[src/rtl/ps2_scancode_decoder_if.sv]
// Bus between the PS/2 receiver and console side and the scan-code decoder.
// Handshake: a scan byte is offered on the rising edge of scanCodeReady; charRead pops only while charValid=1.
interface ps2_scancode_decoder_if #(
  parameter int FIFO_DEPTH = 8
);
  localparam int PTR_W = $clog2(FIFO_DEPTH);

  logic [7:0]     scanCode;
  logic           scanCodeReady;
  logic           charRead;
  logic           overflowClear;
  logic [7:0]     charData;
  logic           charValid;
  logic           shiftHeld;
  logic           capsLock;
  logic           overflow;
  logic [1:0]     dbg_state;
  logic [PTR_W:0] dbg_count;

  modport master (
    output scanCode, scanCodeReady, charRead, overflowClear,
    input  charData, charValid, shiftHeld, capsLock, overflow, dbg_state, dbg_count
  );

  modport slave (
    input  scanCode, scanCodeReady, charRead, overflowClear,
    output charData, charValid, shiftHeld, capsLock, overflow, dbg_state, dbg_count
  );
endinterface

[src/rtl/ps2_scancode_decoder.sv]
// PS/2 Set 2 scan-code to ASCII decoder with shift/caps tracking and a show-ahead character FIFO.
module ps2_scancode_decoder #(
  parameter int FIFO_DEPTH = 8,
  localparam int PTR_W = $clog2(FIFO_DEPTH)
) (
  input logic                   clk,
  input logic                   rst,
  ps2_scancode_decoder_if.slave bus
);

  typedef enum logic [1:0] {
    IDLE    = 2'd0,
    BRK     = 2'd1,
    EXT     = 2'd2,
    EXT_BRK = 2'd3
  } state_t;

  localparam logic [PTR_W:0] FULL = FIFO_DEPTH[PTR_W:0];

  state_t           state;
  logic             l_shift;
  logic             r_shift;
  logic             caps_lock;
  logic             ready_prev;
  logic             overflow;
  logic [7:0]       mem [FIFO_DEPTH];
  logic [PTR_W-1:0] wr_ptr;
  logic [PTR_W-1:0] rd_ptr;
  logic [PTR_W:0]   count;

  logic       accept;
  logic [8:0] mapped;
  logic       push;
  logic       pop;
  logic       do_write;
  logic       drop;

  // Returns {hit, ascii}; shift and caps are the values before this byte.
  function automatic logic [8:0] map_code(input logic [7:0] code, input logic shifted,
                                          input logic caps);
    logic [4:0] idx;
    logic       is_letter;
    logic [8:0] r;
    idx       = '0;
    is_letter = 1'b1;
    r         = '0;
    case (code)
      8'h1C: idx = 5'd0;   8'h32: idx = 5'd1;   8'h21: idx = 5'd2;   8'h23: idx = 5'd3;
      8'h24: idx = 5'd4;   8'h2B: idx = 5'd5;   8'h34: idx = 5'd6;   8'h33: idx = 5'd7;
      8'h43: idx = 5'd8;   8'h3B: idx = 5'd9;   8'h42: idx = 5'd10;  8'h4B: idx = 5'd11;
      8'h3A: idx = 5'd12;  8'h31: idx = 5'd13;  8'h44: idx = 5'd14;  8'h4D: idx = 5'd15;
      8'h15: idx = 5'd16;  8'h2D: idx = 5'd17;  8'h1B: idx = 5'd18;  8'h2C: idx = 5'd19;
      8'h3C: idx = 5'd20;  8'h2A: idx = 5'd21;  8'h1D: idx = 5'd22;  8'h22: idx = 5'd23;
      8'h35: idx = 5'd24;  8'h1A: idx = 5'd25;
      default: is_letter = 1'b0;
    endcase
    if (is_letter) begin
      r = {1'b1, ((shifted ^ caps) ? 8'h41 : 8'h61) + {3'b000, idx}};
    end else begin
      case (code)
        8'h16:   r = {1'b1, shifted ? 8'h21 : 8'h31};
        8'h1E:   r = {1'b1, shifted ? 8'h40 : 8'h32};
        8'h26:   r = {1'b1, shifted ? 8'h23 : 8'h33};
        8'h25:   r = {1'b1, shifted ? 8'h24 : 8'h34};
        8'h2E:   r = {1'b1, shifted ? 8'h25 : 8'h35};
        8'h36:   r = {1'b1, shifted ? 8'h5E : 8'h36};
        8'h3D:   r = {1'b1, shifted ? 8'h26 : 8'h37};
        8'h3E:   r = {1'b1, shifted ? 8'h2A : 8'h38};
        8'h46:   r = {1'b1, shifted ? 8'h28 : 8'h39};
        8'h45:   r = {1'b1, shifted ? 8'h29 : 8'h30};
        8'h29:   r = {1'b1, 8'h20};
        8'h5A:   r = {1'b1, 8'h0D};
        8'h66:   r = {1'b1, 8'h08};
        default: r = '0;
      endcase
    end
    return r;
  endfunction

  always_comb begin
    accept   = bus.scanCodeReady & ~ready_prev;
    mapped   = map_code(bus.scanCode, l_shift | r_shift, caps_lock);
    push     = accept && (state == IDLE) && mapped[8];
    pop      = bus.charRead && (count != '0);
    do_write = push && ((count != FULL) || pop);
    drop     = push && (count == FULL) && !pop;
  end

  always_ff @(posedge clk or negedge rst) begin
    if (!rst) begin
      state      <= IDLE;
      l_shift    <= 1'b0;
      r_shift    <= 1'b0;
      caps_lock  <= 1'b0;
      ready_prev <= 1'b0;
    end else begin
      ready_prev <= bus.scanCodeReady;
      if (accept) begin
        case (state)
          IDLE: begin
            case (bus.scanCode)
              8'hF0:   state <= BRK;
              8'hE0:   state <= EXT;
              8'h12:   l_shift <= 1'b1;
              8'h59:   r_shift <= 1'b1;
              8'h58:   caps_lock <= ~caps_lock;
              default: state <= IDLE;
            endcase
          end
          BRK: begin
            if (bus.scanCode == 8'h12) l_shift <= 1'b0;
            if (bus.scanCode == 8'h59) r_shift <= 1'b0;
            state <= IDLE;
          end
          EXT:     state <= (bus.scanCode == 8'hF0) ? EXT_BRK : IDLE;
          EXT_BRK: state <= IDLE;
          default: state <= IDLE;
        endcase
      end
    end
  end

  always_ff @(posedge clk) begin
    if (do_write) mem[wr_ptr] <= mapped[7:0];
  end

  // Pointers wrap naturally because FIFO_DEPTH is a power of two.
  always_ff @(posedge clk or negedge rst) begin
    if (!rst) begin
      wr_ptr   <= '0;
      rd_ptr   <= '0;
      count    <= '0;
      overflow <= 1'b0;
    end else begin
      if (do_write) wr_ptr <= wr_ptr + 1'b1;
      if (pop)      rd_ptr <= rd_ptr + 1'b1;
      case ({do_write, pop})
        2'b10:   count <= count + 1'b1;
        2'b01:   count <= count - 1'b1;
        default: count <= count;
      endcase
      if (drop)                   overflow <= 1'b1;
      else if (bus.overflowClear) overflow <= 1'b0;
    end
  end

  assign bus.charValid = (count != '0);
  assign bus.charData  = (count != '0) ? mem[rd_ptr] : 8'h00;
  assign bus.shiftHeld = l_shift | r_shift;
  assign bus.capsLock  = caps_lock;
  assign bus.overflow  = overflow;
  assign bus.dbg_state = state;
  assign bus.dbg_count = count;

endmodule
[src/flat_wrapper.sv]
// flat-port wrapper written by rule: the top's interface ports become plain ports
module ps2_scancode_decoder_flat 
#(
  parameter int FIFO_DEPTH = 8,
  localparam int PTR_W = $clog2(FIFO_DEPTH)
)
  (clk, rst, bus_scanCode, bus_scanCodeReady, bus_charRead, bus_overflowClear, bus_charData, bus_charValid, bus_shiftHeld, bus_capsLock, bus_overflow, bus_dbg_state, bus_dbg_count);
  ps2_scancode_decoder_if #(.FIFO_DEPTH(FIFO_DEPTH)) bus_i ();
  input logic clk;
  input logic rst;
  input wire logic [$bits(bus_i.scanCode)-1:0] bus_scanCode;
  input wire logic [$bits(bus_i.scanCodeReady)-1:0] bus_scanCodeReady;
  input wire logic [$bits(bus_i.charRead)-1:0] bus_charRead;
  input wire logic [$bits(bus_i.overflowClear)-1:0] bus_overflowClear;
  output wire logic [$bits(bus_i.charData)-1:0] bus_charData;
  output wire logic [$bits(bus_i.charValid)-1:0] bus_charValid;
  output wire logic [$bits(bus_i.shiftHeld)-1:0] bus_shiftHeld;
  output wire logic [$bits(bus_i.capsLock)-1:0] bus_capsLock;
  output wire logic [$bits(bus_i.overflow)-1:0] bus_overflow;
  output wire logic [$bits(bus_i.dbg_state)-1:0] bus_dbg_state;
  output wire logic [$bits(bus_i.dbg_count)-1:0] bus_dbg_count;
  assign bus_i.scanCode = bus_scanCode;
  assign bus_i.scanCodeReady = bus_scanCodeReady;
  assign bus_i.charRead = bus_charRead;
  assign bus_i.overflowClear = bus_overflowClear;
  assign bus_charData = bus_i.charData;
  assign bus_charValid = bus_i.charValid;
  assign bus_shiftHeld = bus_i.shiftHeld;
  assign bus_capsLock = bus_i.capsLock;
  assign bus_overflow = bus_i.overflow;
  assign bus_dbg_state = bus_i.dbg_state;
  assign bus_dbg_count = bus_i.dbg_count;
  ps2_scancode_decoder #(.FIFO_DEPTH(FIFO_DEPTH)) u_core (.clk(clk), .rst(rst), .bus(bus_i));
endmodule
[config.mk]
export PLATFORM = sky130hd
export DESIGN_NAME = ps2_scancode_decoder_flat
export DESIGN_NICKNAME = d
export VERILOG_FILES = /design/src/rtl/ps2_scancode_decoder_if.sv /design/src/rtl/ps2_scancode_decoder.sv /design/src/flat_wrapper.sv
export SDC_FILE = /design/constraint.sdc
export NUM_CORES = 1
export LEC_CHECK = 0
export CAP_MARGIN = 20
export CORE_UTILIZATION = 35
export DETAILED_ROUTE_END_ITERATION = 6
export PLACE_DENSITY = 0.6
export SLEW_MARGIN = 30
export SYNTH_ARGS = -nofsm -noshare
export SYNTH_HDL_FRONTEND = slang
export SYNTH_SLANG_ARGS = --single-unit
[constraint.sdc]
create_clock -name clk -period 6.74 [get_ports clk]
set_input_delay 1.348 -clock clk [delete_from_list [all_inputs] [get_ports clk]]
set_output_delay 1.348 -clock clk [all_outputs]
set_load 0.02 [all_outputs]
; ---- After elaboration in Yosys (flattened, before gate mapping)
; Memory sizes are Yosys's and may differ from the RTL's.
; Index checks and enable logic that the tools add are counted.
[word_totals]
input_bits = 13
elab_cells = 126
n_memories = 1
output_inout_bits = 18
ramBits = 64
regBits = 17
[mem_list]
columns = name, depth, width, rd, rd_clocked_by_memory_dff, write_ports, line
row1 = u_core.mem, 8, 8, 1, 0, 1, ps2_scancode_decoder.sv:26  ; logic [7:0] mem [FIFO_DEPTH];
[op_classes]
muxes = 30
addsub = 5
reduce_logical = 20
bitwise_logic = 5
eq_ne = 56
[op_table]
columns = operator, count
row1 = "== test 8 x 6 -> 1 bit, second input constant", 23
row2 = case mux 5 bit (25 select lines), 1
row3 = case mux 9 bit (13 select lines), 1
row4 = "== test 8 x 7 -> 1 bit, second input constant", 11
row5 = "== test 8 x 5 -> 1 bit, second input constant", 8
row6 = 2-to-1 mux 5 bit, 8
row7 = OR reduction 26 bit, 1
row8 = "== test 8 bit, second input constant", 2
row9 = 2-to-1 mux 7 bit, 2
row10 = case mux 2 bit (3 select lines), 2
row11 = 2-to-1 mux 1 bit, 9
row12 = 2-to-1 mux 9 bit, 1
row13 = adder 8 x 5 -> 8 bit, 1
row14 = 2-to-1 mux 8 bit, 1
row15 = case mux 4 bit (2 select lines), 1
row16 = AND reduction 4 bit, 2
row17 = "adder 3 x 1 -> 3 bit, second input constant", 2
row18 = "== test 2 bit, second input constant", 3
row19 = logical AND 1 bit, 6
row20 = 2-to-1 mux 6 bit, 1
row21 = "!= test 2 bit, second input constant", 3
row22 = nonzero test 2 bit, 3
row23 = "adder 4 x 1 -> 4 bit, second input constant", 1
row24 = "== test 2 x 1 -> 1 bit, second input constant", 2
row25 = 18 further kinds, 21

; ---- Depth between registers and ports, before layout
[depth]
depth_word = 9
depth_mapped = 15
mapped_depth_nobuf = 12

; ---- Least setup slack after synthesis
; No wires, ideal clock.
[synth_path]
path_type = input to register
from = input bus_scanCode[5]
to = memory u_core.mem[0][0], enable pin
slack_ps = 2644
required_time_ps = 6345
arrival_ps = 3702
cell_stages = 8
path_buffers = 2
setup_ps = 395
path_cell_list = buf_6 or4b_2 a211o_2 nand3_2 or4_4 o31ai_4 buf_6 nor4_1
[synth_between]
elab_chain_len = 8
elab_cells_between_ends = 47
cone_classes = 39 x eq/ne / 5 x mux / 3 x reduce/logical
[synth_lines]
columns = element, line
row1 = start: declaration, flat_wrapper.sv:11  ; input wire logic [$bits(bus_i.scanCode)-1:0] bus_scanCode;
row2 = == test 8 x 5 -> 1 bit (tied with other cells), ps2_scancode_decoder.sv:47  ; case (code)
row3 = OR reduction 26 bit (no line), --
row4 = 2-to-1 mux 1 bit, ps2_scancode_decoder.sv:47
row5 = 2-to-1 mux 9 bit (*), ps2_scancode_decoder.sv:57  ; if (is_letter) begin
row6 = logical AND 1 bit (*), ps2_scancode_decoder.sv:83  ; push = accept && (state == IDLE) && mapped[8];
row7 = logical AND 1 bit (*), ps2_scancode_decoder.sv:85  ; do_write = push && ((count != FULL) || pop);
row8 = 2-to-1 mux 1 bit (*), ps2_scancode_decoder.sv:124  ; if (do_write) mem[wr_ptr] <= mapped[7:0];
row9 = 2-to-1 mux 1 bit (implied by the code) (*), ps2_scancode_decoder.sv:124
row10 = end: declaration, ps2_scancode_decoder.sv:26
; Every way passes the cells marked *; elsewhere a longest branch is shown, timed or not.

; ---- Final worst setup path
[layout_path]
from = input bus_scanCode[3]
to = register u_core.count[2], in the netlist u_core.bus.dbg_count[2]
[layout_between]
elab_chain_len = 8
elab_cells_between_ends = 49
cone_classes = 41 x eq/ne / 4 x mux / 4 x reduce/logical
[layout_lines]
columns = element, line
row1 = == test 8 x 5 -> 1 bit (tied with other cells), ps2_scancode_decoder.sv:47
row2 = OR reduction 26 bit (no line), --
row3 = 2-to-1 mux 1 bit, ps2_scancode_decoder.sv:47
row4 = 2-to-1 mux 9 bit (*), ps2_scancode_decoder.sv:57
row5 = logical AND 1 bit (*), ps2_scancode_decoder.sv:83
row6 = logical AND 1 bit (*), ps2_scancode_decoder.sv:85
row7 = == test 2 x 1 -> 1 bit or == test 2 bit (tied branches), ps2_scancode_decoder.sv:137  ; case ({do_write, pop})
row8 = case mux 4 bit (2 select lines) or nonzero test 2 bit (tied branches), --
row9 = end signal: assignment, ps2_scancode_decoder.sv:138  ; 2'b10: count <= count + 1'b1;
row10 = end signal: assignment, ps2_scancode_decoder.sv:139  ; 2'b01: count <= count - 1'b1;
row11 = end signal: assignment, ps2_scancode_decoder.sv:140  ; default: count <= count;
row12 = end: declaration, ps2_scancode_decoder.sv:29  ; logic [PTR_W:0] count;
; Marked as above.
; A chain may end at the register's enable or synchronous reset.

==> impl_metrics.json <==
{
  "cts_root_buffer": "clkbuf_16",
  "tns_ns": 0,
  "endpoint_kind": "register",
  "avgSynthCellArea_um2": 12.7,
  "yosys_warnings": 0,
  "synth_area_mm2": 0.00450,
  "critical-path-top-delay-family": "buffers and inverters",
  "drc": 0,
  "cap_violations": 0,
  "cts_hold_buf": 0,
  "cts_made_buffers": 9,
  "final_cell_mix": "edfxtp_1, clkdlybuf4s50_1, nor2_1, nand2_1",
  "worst-slew-pin-transition_ns": 0.929,
  "grt_pass1_wl_um": 16100,
  "cts-resized-gates": 0,
  "seq_area_frac_synth": 0.521,
  "syn_to_final_growth_pct": 17.0,
  "synth-main-ff-cell": "edfxtp_1",
  "h-tree-depth": 3,
  "grt_util_all_layers": 0.164,
  "cts_tree": "yes",
  "syn_inst": 356,
  "io_pins": 31,
  "clkTransAtPathRegs_ns": 0.06,
  "finalWorstSetupSlack_ns": 1.68,
  "die_area_mm2": 0.0133,
  "portBuffers": 30,
  "hp-class": "register to register",
  "initial_utilization": 0.358,
  "cellLeakagePower_nw": 1.80,
  "vias_per_cell": 5.41,
  "synth_cell_types": 68,
  "nFillCells": 1170,
  "grt_pass1_vias": 2903,
  "swShare": 0.322,
  "cp-start-kind": "input pin",
  "worstReg2RegEnd": "u_core.bus.dbg_count[2]$_DFFE_PN0P_",
  "place.gp.congestion": 0.954,
  "post_cts_buffers": 0,
  "rsz0062_at_grt": "false",
  "ant_nets": 0,
  "cts.sinks": 81,
  "die-height_um": 115,
  "status": "finished clean",
  "synth_edf_count": 64,
  "timing.slew.headroom": 0.378,
  "slowest_delay_ns": 0.87,
  "peakVddDrop_uv": 132,
  "cellPowerDensity_mw_per_mm2": 323,
  "cp_max_fo": 19,
  "timing.rr.start": "u_core.ready_prev$_DFF_PN0_",
  "crit_slowest_cell": "clkdlybuf4s50_1",
  "worstPathCellList": "clkdlybuf4s50_1 > buf_4 > or4b_2 > a211o_2 > nand3_2 > or4_4 > o31ai_4 > ha_1 > xor2_1 > ha_1 > a21oi_1 > xor2_1 > nor2_1 > xor2_1",
  "finalCritPeriodShare": 0.751,
  "clk_latency_ns": 0.34,
  "max_freq_ghz": 0.198,
  "fin_crit_ns": 5.06,
  "critPathRequiredTime_ns": 6.95,
  "yosys_register_bits": 81,
  "cpMostUsedCell": "xor2_1",
  "dr.first_iter.drc_count": 181,
  "grt_max_degree": 23,
  "slew_viol_final": 0,
  "dr.pass1.iters": 7,
  "reg2reg_slack_ns": 4.15,
  "intPower_mw": 1.15,
  "routedWlPerCell_um": 18.1,
  "setup_viol": 0,
  "dp_hpwl_um": 6870,
  "coreArea_mm2": 0.0126,
  "worstSetupEndpoint": "u_core.bus.dbg_count[2]$_DFFE_PN0P_",
  "drive_above_1_share": 0.171,
  "die_w_um": 115,
  "dp_slack_ns": 1.37,
  "synthArstFlopShare": 0.210,
  "final_nets": 405,
  "worst-path-stages": 14,
  "path_buf_inv": 2,
  "p_switching_mw": 0.547,
  "reg2reg_depth": 12,
  "cp-startpoint": "bus_scanCode[3]",
  "fin_skew_ns": 0.00986,
  "rows": 41,
  "routed_wl_um": 10200,
  "cts_buffer_depth": 2,
  "hold_viol": 0,
  "arrival_ns": 5.27,
  "antenna_found_initial": 0,
  "worstSetupPathType": "input pin to register",
  "n_antenna_cell": 0,
  "pwr-share-clk": 0.293,
  "seqPwrFrac": 0.409,
  "grt-ovfl-total": 0,
  "layout_commonest_cell": "edfxtp_1",
  "p_comb_frac": 0.297,
  "via_count": 3045
}
registers in the layout (all words and copies together), names as in the netlist:
register,cells
u_core.bus.dbg_count,4
u_core.ready_prev,1
u_core.bus.dbg_state,2
u_core.bus.capsLock,1
u_core.r_shift,1
u_core.wr_ptr,3
u_core.l_shift,1
u_core.rd_ptr,3
u_core.mem,64
u_core.bus.overflow,1
stage by stage:
stage               instance area (um2)  instances  hold slack, ns   util  power (mW)
floorplan                          4530        363           0.449      -        1.04
finish                             5270        563           0.480  0.419        1.70
global placement                   4960        547           0.464  0.394        1.21
CTS                                5270        563           0.486  0.419        1.73
detailed placement                 4960        547           0.471  0.394        1.22
global route                       5270        563           0.515  0.419        1.79
power groups by stage:
stage               clock network [mW]  registers (mW)  logic [mW]
floorplan                            0           0.635       0.400
global placement                     0           0.707       0.508
detailed placement                   0           0.712       0.512
CTS                              0.511           0.702       0.513
global route                     0.531           0.713       0.545
finish                           0.499           0.697       0.506
how the worst min path moves through the flow:
stage / cells past startpoint / slack, ns / startpoint / end
after global placement: 2 / 0.46 / u_core.r_shift$_DFFE_PN0P_ / u_core.r_shift$_DFFE_PN0P_
final: 2 / 0.48 / u_core.r_shift$_DFFE_PN0P_ / u_core.r_shift$_DFFE_PN0P_
after CTS: 2 / 0.49 / u_core.r_shift$_DFFE_PN0P_ / u_core.r_shift$_DFFE_PN0P_
after detailed placement: 2 / 0.47 / u_core.r_shift$_DFFE_PN0P_ / u_core.r_shift$_DFFE_PN0P_
after floorplan: 2 / 0.45 / u_core.r_shift$_DFFE_PN0P_ / u_core.r_shift$_DFFE_PN0P_
after global routing: 2 / 0.52 / u_core.r_shift$_DFFE_PN0P_ / u_core.r_shift$_DFFE_PN0P_
cell usage after synthesis (4+ instances only):
cell      number  share of area
edfxtp_1      64           0.43
nor2_1        29          0.024
nand2_1       18          0.015
dfrtp_1       17          0.094
mux4_2        16          0.080
nor3_1        14          0.016
o21ai_0       13          0.014
a21oi_1       11          0.012
mux2i_1       10          0.022
inv_1          9         0.0075
clkbuf_1       8         0.0067
nand2b_1       8          0.011
nand3_1        8         0.0089
xnor2_1        7          0.014
ha_1           6          0.017
nor4_1         6         0.0083
a211oi_1       5         0.0083
buf_2          5         0.0056
buf_6          5          0.012
nor4bb_1       5          0.011
xor2_1         5         0.0097
nand3b_1       4         0.0067
nor2b_1        4         0.0056
o22ai_1        4         0.0056
kinds of logic after synthesis:
group	synth area share
compound gates	0.0992
xor+xnor	0.0233
fa+ha+maj	0.0167
buf+inv	0.0411
flops	0.521
mux	0.110
other cells	0.000833
simple gates	0.188
worst register-to-register path, delay by kind of cell, from the launching register on:
kind,cells,cell delay (ns)
AOI/OAI and AO/OA,2,0.34
xor gates and xnor gates,3,0.45
adders and majority gates,2,0.51
buffers and inverters,1,0.06
DFF,1,0.36
and+or+nand+nor,4,0.76
layout make-up:
| class | instances | area (um2) | share of cell area |
|---|---|---|---|
| Timing Repair Buffer | 37 | 353 | 0.0669 |
| Clock inverter | 7 | 88.8 | 0.0169 |
| Multi-Input combinational cell | 247 | 2000 | 0.380 |
| Clock buffer | 9 | 225 | 0.0427 |
| Inverter | 10 | 37.5 | 0.00712 |
| Tap cell | 172 | 215 | 0.0408 |
| Sequential cell | 81 | 2350 | 0.446 |
layer usage:
metal	part of all wire	wire length, um	GRT usage
met3	0.043	435	0.0350
met1	0.44	4510	0.211
met4	0.014	145	0.0528
met5	0	0	0
met2	0.50	5110	0.275
Power figures use the tool's default switching activity.
